[src/rtl/fp16_norm_round_if.sv]
// Bundle of the upstream product port and the downstream result port of fp16_norm_round.
// Handshake: a transfer happens on a clock edge where valid & ready are both high; once raised,
// valid and its payload hold until that transfer, and ready may depend combinationally on state.
interface fp16_norm_round_if #(
  parameter int EXP_W = 5,
  parameter int MAN_W = 10
);
  logic                     io_in_valid;
  logic                     io_in_ready;
  logic                     io_in_sign;
  logic [EXP_W:0]           io_in_exp_sum;
  logic [2*(MAN_W+1)-1:0]   io_in_prod;
  logic                     io_in_zero;
  logic                     io_in_inf;
  logic                     io_in_nan;
  logic                     io_out_valid;
  logic                     io_out_ready;
  logic [EXP_W+MAN_W:0]     io_out_bits;
  logic [2:0]               io_out_flags;

  modport master (
    output io_in_valid, io_in_sign, io_in_exp_sum, io_in_prod,
           io_in_zero, io_in_inf, io_in_nan, io_out_ready,
    input  io_in_ready, io_out_valid, io_out_bits, io_out_flags
  );

  modport slave (
    input  io_in_valid, io_in_sign, io_in_exp_sum, io_in_prod,
           io_in_zero, io_in_inf, io_in_nan, io_out_ready,
    output io_in_ready, io_out_valid, io_out_bits, io_out_flags
  );
endinterface

[src/rtl/fp16_norm_round.sv]
// Normalise / round-to-nearest-even / pack stage for the binary16 multiplier.
// Two registered stages with valid/ready; results are produced in order, 2 cycles after accept.
module fp16_norm_round #(
  parameter int EXP_W = 5,
  parameter int MAN_W = 10
) (
  input  logic              clock,
  input  logic              reset,
  fp16_norm_round_if.slave  io
);
  localparam int BIAS = (1 << (EXP_W - 1)) - 1;
  localparam int PW   = 2 * (MAN_W + 1);
  localparam int EW   = EXP_W + 3;
  localparam int OW   = 1 + EXP_W + MAN_W;
  localparam logic signed [EW-1:0] E_MAX = EW'((1 << EXP_W) - 1);
  localparam logic signed [EW-1:0] E_MIN = '0;

  // stage 1 registers
  logic                    s1_valid;
  logic                    s1_sign;
  logic signed [EW-1:0]    s1_e;
  logic [MAN_W-1:0]        s1_m;
  logic                    s1_inc;
  logic                    s1_gs;
  logic                    s1_zero;
  logic                    s1_inf;
  logic                    s1_nan;

  // stage 2 registers
  logic                    s2_valid;
  logic [OW-1:0]           s2_bits;
  logic [2:0]              s2_flags;

  logic s1_ready;
  logic s2_ready;

  assign s2_ready        = !s2_valid || io.io_out_ready;
  assign s1_ready        = !s1_valid || s2_ready;
  assign io.io_in_ready  = s1_ready;
  assign io.io_out_valid = s2_valid;
  assign io.io_out_bits  = s2_bits;
  assign io.io_out_flags = s2_flags;

  // Normalise: the product of two 1.x significands lies in [1,4), so at most one right shift.
  logic                 n_top;
  logic [MAN_W-1:0]     n_m;
  logic                 n_g;
  logic                 n_s;
  logic signed [EW-1:0] n_e;

  always_comb begin
    n_top = io.io_in_prod[PW-1];
    n_m   = '0;
    n_g   = 1'b0;
    n_s   = 1'b0;
    if (n_top) begin
      n_m = io.io_in_prod[PW-2 -: MAN_W];
      n_g = io.io_in_prod[PW-2-MAN_W];
      n_s = |io.io_in_prod[PW-3-MAN_W:0];
    end else begin
      n_m = io.io_in_prod[PW-3 -: MAN_W];
      n_g = io.io_in_prod[PW-3-MAN_W];
      n_s = |io.io_in_prod[PW-4-MAN_W:0];
    end
    n_e = EW'(io.io_in_exp_sum) - EW'(BIAS) + EW'(n_top);
  end

  always_ff @(posedge clock or posedge reset) begin
    if (reset) begin
      s1_valid <= 1'b0;
      s1_sign  <= 1'b0;
      s1_e     <= '0;
      s1_m     <= '0;
      s1_inc   <= 1'b0;
      s1_gs    <= 1'b0;
      s1_zero  <= 1'b0;
      s1_inf   <= 1'b0;
      s1_nan   <= 1'b0;
    end else if (s1_ready) begin
      s1_valid <= io.io_in_valid;
      if (io.io_in_valid) begin
        s1_sign <= io.io_in_sign;
        s1_e    <= n_e;
        s1_m    <= n_m;
        s1_inc  <= n_g & (n_s | n_m[0]);
        s1_gs   <= n_g | n_s;
        s1_zero <= io.io_in_zero;
        s1_inf  <= io.io_in_inf;
        s1_nan  <= io.io_in_nan;
      end
    end
  end

  // Round and pack; a mantissa carry-out bumps the exponent before the range checks.
  logic [MAN_W:0]       r_m;
  logic signed [EW-1:0] r_e;
  logic [OW-1:0]        p_bits;
  logic [2:0]           p_flags;

  always_comb begin
    r_m     = {1'b0, s1_m} + (MAN_W + 1)'(s1_inc);
    r_e     = s1_e + EW'(r_m[MAN_W]);
    p_bits  = '0;
    p_flags = 3'b000;
    if (s1_nan) begin
      p_bits = {1'b0, {EXP_W{1'b1}}, 1'b1, {(MAN_W-1){1'b0}}};
    end else if (s1_inf) begin
      p_bits = {s1_sign, {EXP_W{1'b1}}, {MAN_W{1'b0}}};
    end else if (s1_zero) begin
      p_bits = {s1_sign, {(EXP_W+MAN_W){1'b0}}};
    end else if (r_e >= E_MAX) begin
      p_bits  = {s1_sign, {EXP_W{1'b1}}, {MAN_W{1'b0}}};
      p_flags = 3'b101;
    end else if (r_e <= E_MIN) begin
      p_bits  = {s1_sign, {(EXP_W+MAN_W){1'b0}}};
      p_flags = 3'b011;
    end else begin
      p_bits  = {s1_sign, r_e[EXP_W-1:0], r_m[MAN_W-1:0]};
      p_flags = {2'b00, s1_gs};
    end
  end

  always_ff @(posedge clock or posedge reset) begin
    if (reset) begin
      s2_valid <= 1'b0;
      s2_bits  <= '0;
      s2_flags <= 3'b000;
    end else if (s2_ready) begin
      s2_valid <= s1_valid;
      if (s1_valid) begin
        s2_bits  <= p_bits;
        s2_flags <= p_flags;
      end
    end
  end
endmodule

[src/flat_wrapper.sv]
// flat-port wrapper written by rule: the top's interface ports become plain ports
module fp16_norm_round_flat 
#(
  parameter int EXP_W = 5,
  parameter int MAN_W = 10
)
  (clock, reset, io_io_in_valid, io_io_in_sign, io_io_in_exp_sum, io_io_in_prod, io_io_in_zero, io_io_in_inf, io_io_in_nan, io_io_out_ready, io_io_in_ready, io_io_out_valid, io_io_out_bits, io_io_out_flags);
  fp16_norm_round_if #(.EXP_W(EXP_W), .MAN_W(MAN_W)) io_i ();
  input  logic clock;
  input  logic reset;
  input wire logic [$bits(io_i.io_in_valid)-1:0] io_io_in_valid;
  input wire logic [$bits(io_i.io_in_sign)-1:0] io_io_in_sign;
  input wire logic [$bits(io_i.io_in_exp_sum)-1:0] io_io_in_exp_sum;
  input wire logic [$bits(io_i.io_in_prod)-1:0] io_io_in_prod;
  input wire logic [$bits(io_i.io_in_zero)-1:0] io_io_in_zero;
  input wire logic [$bits(io_i.io_in_inf)-1:0] io_io_in_inf;
  input wire logic [$bits(io_i.io_in_nan)-1:0] io_io_in_nan;
  input wire logic [$bits(io_i.io_out_ready)-1:0] io_io_out_ready;
  output wire logic [$bits(io_i.io_in_ready)-1:0] io_io_in_ready;
  output wire logic [$bits(io_i.io_out_valid)-1:0] io_io_out_valid;
  output wire logic [$bits(io_i.io_out_bits)-1:0] io_io_out_bits;
  output wire logic [$bits(io_i.io_out_flags)-1:0] io_io_out_flags;
  assign io_i.io_in_valid = io_io_in_valid;
  assign io_i.io_in_sign = io_io_in_sign;
  assign io_i.io_in_exp_sum = io_io_in_exp_sum;
  assign io_i.io_in_prod = io_io_in_prod;
  assign io_i.io_in_zero = io_io_in_zero;
  assign io_i.io_in_inf = io_io_in_inf;
  assign io_i.io_in_nan = io_io_in_nan;
  assign io_i.io_out_ready = io_io_out_ready;
  assign io_io_in_ready = io_i.io_in_ready;
  assign io_io_out_valid = io_i.io_out_valid;
  assign io_io_out_bits = io_i.io_out_bits;
  assign io_io_out_flags = io_i.io_out_flags;
  fp16_norm_round #(.EXP_W(EXP_W), .MAN_W(MAN_W)) u_core (.clock(clock), .reset(reset), .io(io_i));
endmodule
[config.mk]
export PLATFORM = sky130hd
export DESIGN_NAME = fp16_norm_round_flat
export DESIGN_NICKNAME = d
export VERILOG_FILES = /design/src/rtl/fp16_norm_round_if.sv /design/src/rtl/fp16_norm_round.sv /design/src/flat_wrapper.sv
export SDC_FILE = /design/constraint.sdc
export NUM_CORES = 1
export LEC_CHECK = 0
export ABC_AREA = 1
export BUFFER_PORTS_ARGS = -buffer_cell sky130_fd_sc_hd__buf_2
export CORE_MARGIN = 2
export CORE_UTILIZATION = 51
export CTS_BUF_LIST = sky130_fd_sc_hd__clkbuf_2 sky130_fd_sc_hd__clkbuf_4 sky130_fd_sc_hd__clkbuf_8
export CTS_CLUSTER_SIZE = 40
export DETAILED_ROUTE_END_ITERATION = 10
export GPL_TIMING_DRIVEN = 0
export PLACE_DENSITY = 0.86
export SLEW_MARGIN = 20
export SYNTH_ARGS = -nofsm -noshare
export SYNTH_HDL_FRONTEND = slang
export SYNTH_SLANG_ARGS = --single-unit
[constraint.sdc]
create_clock -name clock -period 2.4 [get_ports clock]
set_input_delay 0.24 -clock clock [delete_from_list [all_inputs] [get_ports clock]]
set_output_delay 0.24 -clock clock [all_outputs]
set_load 0.03 [all_outputs]
==> results.yml, run 1 <==
sta:
  fmax_mhz: 379
  setup-violations-final: 18
  min_period_ns: 2.64
  hold_viol_final: 0
  grt_setup_unrepaired: "yes"
  fin_crit_sh_pct: 110
  slew_headroom_pct: 64.2
  final-max-slew-violation-count: 0
  worstMarginPinSlew_ns: 0.537
  postLayoutSetupSlackWorst_ns: -0.239
  hold-worst-slack_ns: 0.138
  fin_worst_skew_ns: 0.00912
critical_path:
  cp-start-kind: "flip-flop"
  timing.critical_path.depth: 19
  timing.critical_path.arrival_ns: 2.83
  critPathTopFamily: "simple AND/OR/NAND/NOR gates"
  crit_path_max_fanout: 7
  cp_slowest_cell: "dfrtp_1"
  timing.setup.critical_path_class: "reg -> reg"
  list_of_cells_traversed_by_the_critical_path: "ha_4 -> ha_4 -> nand2_4 -> nor2_4 -> nand2_2 -> nor2_4 -> nand3_2 -> nor2_4 -> ha_4 -> ha_4 -> nand3_4 -> nand2_1 -> nand2_2 -> nor2_1 -> nand3b_4 -> nand2_4 -> clkinv_4 -> nand3_4 -> o21ai_2"
  critPathMostFrequentCell: "ha_4"
  crit_buf_inv: 1
  worstRegToRegCells: 19
  critical-path-max-stage-delay_ns: 0.41
  critical_path.endpoint_type: "flip-flop"
  cp_data_required_time_ns: 2.59
logic_synthesis:
  synth-seq-area-share_pct: 43.9
  netlist_top_cells_area: "dfrtp_1, nand2_1, nor2_1"
  netlist_instances: 330
  post_synth.cell_area_avg_um2: 7.77
  synth_async_sr_flop_share_pct: 100
  yosys_most_used_dff: "dfrtp_1"
  netlist_area_mm2: 0.00256
  synth_fp_nets: 373
  post-synth-top-area-cell: "dfrtp_1"
  post-synth-top-count-cell: "nand2_1"
  synth_commonest_cells: "nand2_1, dfrtp_1, nor2_1, inv_1, nand3_1"
  synth_enable_flop_cells: 0
  synth_cell_type_count: 38
  synth.ff_latch_count: 45
  synthDominantCellAreaShare_pct: 43.9
  synthesis.yosys.warnings: 0
floorplanning:
  io_pins: 57
  die_height_um: 74.9
  fp.coreArea_mm2: 0.00479
  die_area_mm2: 0.00561
  fp-row-count: 25
  start_util_pct: 53.6
  die_span_in_x_um: 74.9
layout:
  design_area_mm2: 0.00336
  syn_to_final_growth_pct: 31.1
  fin_util_pct: 70.2
  antenna_fix_cells: 0
  nets: 450
  non_filler_cells_final: 475
  layout_cell_share_with_drive_strength_beyond_1_pct: 31.1
run:
  drv.max_cap_violation_count: 0
drt:
  firstDrtPassIters: 4
  drt-vias-per-instance: 5.05
  detailedRoute.firstIterationViolations: 132
  routed_wire_length_per_instance_um: 12.8
  route.final.wire_length_um: 6080
  drt_drc_violations_left: 0
  ant_nets: 0
  vias: 2401
grt:
  gr-usage-all-layers_pct: 23.3
  grt.overflow.total: 0
  grt_max_degree: 24
  grt_first_pass_wirelength_um: 10000
  antenna_found_initial: 0
  grt_pass1_vias: 2310
power_and_ir_drop:
  ir_drop_mv: 0.300
  leakagePower_nw: 1.68
  power_density_mw_per_mm2: 756
placed_design:
  detailed_place.area_mm2: 0.00301
  post-place-cells: 454
  preCtsSetupSlack_ns: -0.406
  buffer_ports.inserted: 56
  gp_congestion: 0.775
  detailedPlacementHpwl_um: 4400
status:
  violations: "negative setup slack"
  status: "finished, violations left"
clock_tree:
  clk-insertion-delay-late_ns: 0.30
  ctsLongestPathBuffers: 2
  path_clk_slew_ns: 0.09
  clkSinkCount: 45
  cts-buffers-inserted: 5
  tritoncts_clock_tree: "built"
  cts-root-buf: "clkbuf_8"
  htree_num_levels: 2
worst_hold_path:
  cells_on_worst_hold_path: 3
  holdCritPathClass: "in -> reg"
[layout make-up]
type                       instances  area [um^2]
clock inverter                     3         65.1
timing repair buffer              70          412
inverter                          33          130
buffer                             8         31.3
clock buffer                       5         68.8
sequential                        45         1130
tap                               67         83.8
fill                             365         1430
multi-input combinational        244         1440
[metrics by stage]
stage / total power [mW] / TNS, ns
finish: 2.54 / -3.84
global route: 2.69 / -6.61
CTS: 2.50 / -4.03
detailed placement: 1.79 / -5.86
global placement: 1.75 / -4.21
floorplan: 1.56 / -0.711
[path summary, 6_finish.rpt]
path                                           from                        end  slack, ns
hold / removal                         io_io_in_inf              u_core.s1_inf       0.14
min in group asynchronous                     reset  u_core.io.io_out_bits[14]       0.52
setup / recovery                      u_core.s1_inc   u_core.io.io_out_bits[6]      -0.24
setup reg to reg                      u_core.s1_inc   u_core.io.io_out_bits[6]      -0.24
hold reg to reg            u_core.io.io_out_bits[4]   u_core.io.io_out_bits[4]       0.49
max in group asynchronous                     reset  u_core.io.io_out_flags[0]       1.40
[per-layer routing]
metal / GRT usage (%) / up-vias / routed length (um)
li1: - / 1223 / -
met1: 29.3 / 1095 / 2790
met2: 40.7 / 70 / 2910
met3: 2.68 / 13 / 240
met4: 9.33 / 0 / 140
met5: 0 / - / 0
[cell families (layout without fill, tap and decap cells)]
logic type               count (synthesis)  count (layout)  synth area share, %
AND/OR/NAND/NOR                        182             182                 31.9
AO/OA/AOI/OAI                           48              48                 12.1
flip-flops                              45              45                 43.9
buffers and inverters                   41             119                 6.30
adder cells (fa/ha/maj)                  7               7                 3.42
XOR/XNOR                                 7               7                 2.39
[layout by cell type (no fill, tap or decap), types with 2 or more instances in the layout]
cell type  synthesis  routed
nand2_1          107      99
buf_2              1      57
dfrtp_1           45      45
inv_1             30      29
nor2_1            33      29
o21ai_0           13      13
nand3_1           14      11
buf_4              0      11
nand2_2            4       9
a31oi_1            7       7
a21oi_1            9       7
o21ai_2            7       7
clkbuf_1           6       6
nand4_1            6       6
nor2_4             2       6
xor2_1             5       5
nand2_4            2       5
clkbuf_8           0       5
nor3_1             4       4
nand3_2            2       4
ha_4               0       4
o22ai_1            3       3
o211ai_1           3       3
ha_1               7       3
inv_2              1       2
nand3b_1           2       2
clkinv_2           1       2
nand3_4            1       2
o21ai_1            2       2
xnor2_1            2       2
a21oi_2            0       2
bufinv_16          0       2
[sequential cells by signal, summed over array words and instances, names as in the netlist]
| signal | count |
|---|---|
| u_core.io.io_out_bits | 16 |
| u_core.s1_valid | 1 |
| u_core.s1_zero | 1 |
| u_core.s1_m | 10 |
| u_core.s1_nan | 1 |
| u_core.s1_e | 8 |
| u_core.io.io_out_valid | 1 |
| u_core.s1_inc | 1 |
| u_core.s1_inf | 1 |
| u_core.s1_sign | 1 |
| u_core.s1_gs | 1 |
| u_core.io.io_out_flags | 3 |
[where the power goes]
group          leakage, nW  internal, mW  switching, mW
Sequential           0.545         0.893          0.117
Combinational         1.07         0.314          0.549
Clock               0.0681         0.413          0.255
Total                 1.68          1.62          0.921
[repair_timing]
action	in CTS	in global routing
gates cloned	0	0
hold buffers	1	0
gates resized for setup	12	13
endpoints found under the setup margin	18	18
pin swaps	16	15
buffers inserted	10	2
endpoints found under the hold margin	22	0
[worst reg2reg max path: stages, from the launching register on]
cell and delay [ns]:
dfrtp_1 0.41, ha_4 0.16, ha_4 0.15, nand2_4 0.05
nor2_4 0.13, nand2_2 0.08, nor2_4 0.10, nand3_2 0.10
nor2_4 0.12, ha_4 0.15, ha_4 0.16, nand3_4 0.09
nand2_1 0.09, nand2_2 0.06, nor2_1 0.20, nand3b_4 0.13
nand2_4 0.09, clkinv_4 0.07, nand3_4 0.12, o21ai_2 0.06
Note: power is estimated with default switching activity, not from simulation.
==> run 2: changes to the inputs <==
==> constraint.sdc (replaced) <==
create_clock -name clock -period 2.4 [get_ports clock]
set_input_delay 0.48 -clock clock [delete_from_list [all_inputs] [get_ports clock]]
set_output_delay 0.48 -clock clock [all_outputs]
set_load 0.03 [all_outputs]
==> results.yml, run 2 (same netlist as run 1, synthesis figures left out) <==
status:
  status: "finished, violations left"
  violations: "negative setup slack"
clock_tree:
  ctsLongestPathBuffers: 2
  cts-root-buf: "clkbuf_8"
  clkSinkCount: 45
  htree_num_levels: 2
  cts-buffers-inserted: 5
  path_clk_slew_ns: 0.09
  clk-insertion-delay-late_ns: 0.30
  tritoncts_clock_tree: "built"
critical_path:
  cp_slowest_cell: "dfrtp_1"
  critical-path-max-stage-delay_ns: 0.40
  worst_setup_path_startpoint: "u_core.s1_inc"
  crit_buf_inv: 1
  crit_path_max_fanout: 7
  timing.setup.critical_path_class: "reg -> reg"
  timing.critical_path.arrival_ns: 2.83
  cp_data_required_time_ns: 2.59
  timing.rr.start: "u_core.s1_inc"
  critical_path.endpoint_type: "flip-flop"
  cp-start-kind: "flip-flop"
  critPathMostFrequentCell: "ha_4"
  critPathTopFamily: "simple AND/OR/NAND/NOR gates"
  list_of_cells_traversed_by_the_critical_path: "ha_4 -> ha_4 -> nand2_4 -> nor2_4 -> nand2_2 -> nor2_4 -> nand3_2 -> nor2_4 -> ha_4 -> ha_4 -> nand3_4 -> nand2_1 -> nand2_2 -> nor2_1 -> nand3b_4 -> nand2_4 -> clkinv_4 -> nand3_4 -> o21ai_2"
sta:
  postLayoutSetupSlackWorst_ns: -0.235
  min_period_ns: 2.63
  slew_headroom_pct: 63.7
  fin_worst_skew_ns: 0.00859
  grt_setup_unrepaired: "yes"
  hold_viol_final: 0
  final-max-slew-violation-count: 0
  setup-violations-final: 18
  fmax_mhz: 380
  worstMarginPinSlew_ns: 0.544
  fin_crit_sh_pct: 110
drt:
  drt_drc_violations_left: 0
  ant_nets: 0
  route.final.wire_length_um: 6110
  drt-vias-per-instance: 5.06
  vias: 2399
  detailedRoute.firstIterationViolations: 131
  firstDrtPassIters: 4
  routed_wire_length_per_instance_um: 12.9
power_and_ir_drop:
  ir_drop_mv: 0.300
  post-layout-total-power_mw: 2.54
  power_density_mw_per_mm2: 759
  leakagePower_nw: 1.68
layout:
  fin_util_pct: 70.0
  nets: 449
  layout_cell_share_with_drive_strength_beyond_1_pct: 31.2
  non_filler_cells_final: 474
  syn_to_final_growth_pct: 30.7
  final_cell_mix: "nand2_1, buf_2, dfrtp_1"
  largest_register_ff_count: 16
  num-fill-cells: 367
  final_common_cell: "nand2_1"
  antenna_fix_cells: 0
placed_design:
  post-place-cells: 454
  preCtsSetupSlack_ns: -0.406
  detailedPlacementHpwl_um: 4400
  buffer_ports.inserted: 56
  gp_congestion: 0.775
grt:
  antenna_found_initial: 0
  gr-usage-all-layers_pct: 23.3
  grt.overflow.total: 0
  grt_pass1_vias: 2312
  grt_first_pass_wirelength_um: 10100
  grt_max_degree: 24
floorplanning:
  die_area_mm2: 0.00561
  start_util_pct: 53.6
  io_pins: 57
  die_height_um: 74.9
  fp-row-count: 25
  die_span_in_x_um: 74.9
  fp.coreArea_mm2: 0.00479
run:
  drv.max_cap_violation_count: 0
worst_hold_path:
  holdCritPathClass: "in -> async"
[run 2: metal layers]
| layer | wire length [um] | share of wire, % | vias to the layer above | GRT usage [%] |
|---|---|---|---|---|
| li1 | - | - | 1221 | - |
| met1 | 2780 | 45 | 1106 | 29.4 |
| met2 | 2920 | 48 | 61 | 40.7 |
| met3 | 276 | 4.5 | 11 | 2.68 |
| met4 | 131 | 2.1 | 0 | 9.33 |
| met5 | 0 | 0 | - | 0 |
[run 2: area by class of cell]
cell class | count | area, um^2 | area share (%)
Tap cell | 67 | 83.8 | 2.50
Timing Repair Buffer | 69 | 402 | 12.0
Clock buffer | 5 | 68.8 | 2.05
Clock inverter | 3 | 65.1 | 1.94
Buffer | 8 | 31.3 | 0.934
Sequential cell | 45 | 1130 | 33.6
Inverter | 33 | 130 | 3.88
Multi-Input combinational cell | 244 | 1440 | 43.1
[run 2: timing repair]
| item | 4_1_cts | 5_1_grt |
|---|---|---|
| endpoints found under the setup margin | 18 | 18 |
| gates resized for setup | 12 | 13 |
| hold buffers | 0 | 0 |
| pin swaps | 16 | 15 |
| buffers inserted | 10 | 2 |
[run 2: power by group]
part / internal [mW] / switching, mW
sequential: 0.893 / 0.118
combinational: 0.313 / 0.550
clock: 0.413 / 0.255
[run 2: final timing paths]
check | end | slack, ns | cells past startpoint
min in group clock | u_core.s1_inf | 0.38 | 3
worst max-delay path | u_core.io.io_out_bits[6] | -0.23 | 19
worst min register to register | u_core.io.io_out_bits[4] | 0.49 | 2
worst min-delay path | u_core.io.io_out_bits[14] | 0.21 | 2
max in group asynchronous | u_core.io.io_out_flags[0] | 1.70 | 3
worst max register to register | u_core.io.io_out_bits[6] | -0.23 | 19
[run 2: per-stage QoR]
step / TNS (ns) / area (um^2) / hold WS (ns)
floorplan: -0.711 / 2620 / 0.460
global placement: -4.21 / 2990 / 0.461
detailed placement: -5.86 / 3010 / 0.470
CTS: -4.03 / 3270 / 0.227
global route: -6.61 / 3350 / 0.262
finish: -3.78 / 3350 / 0.212
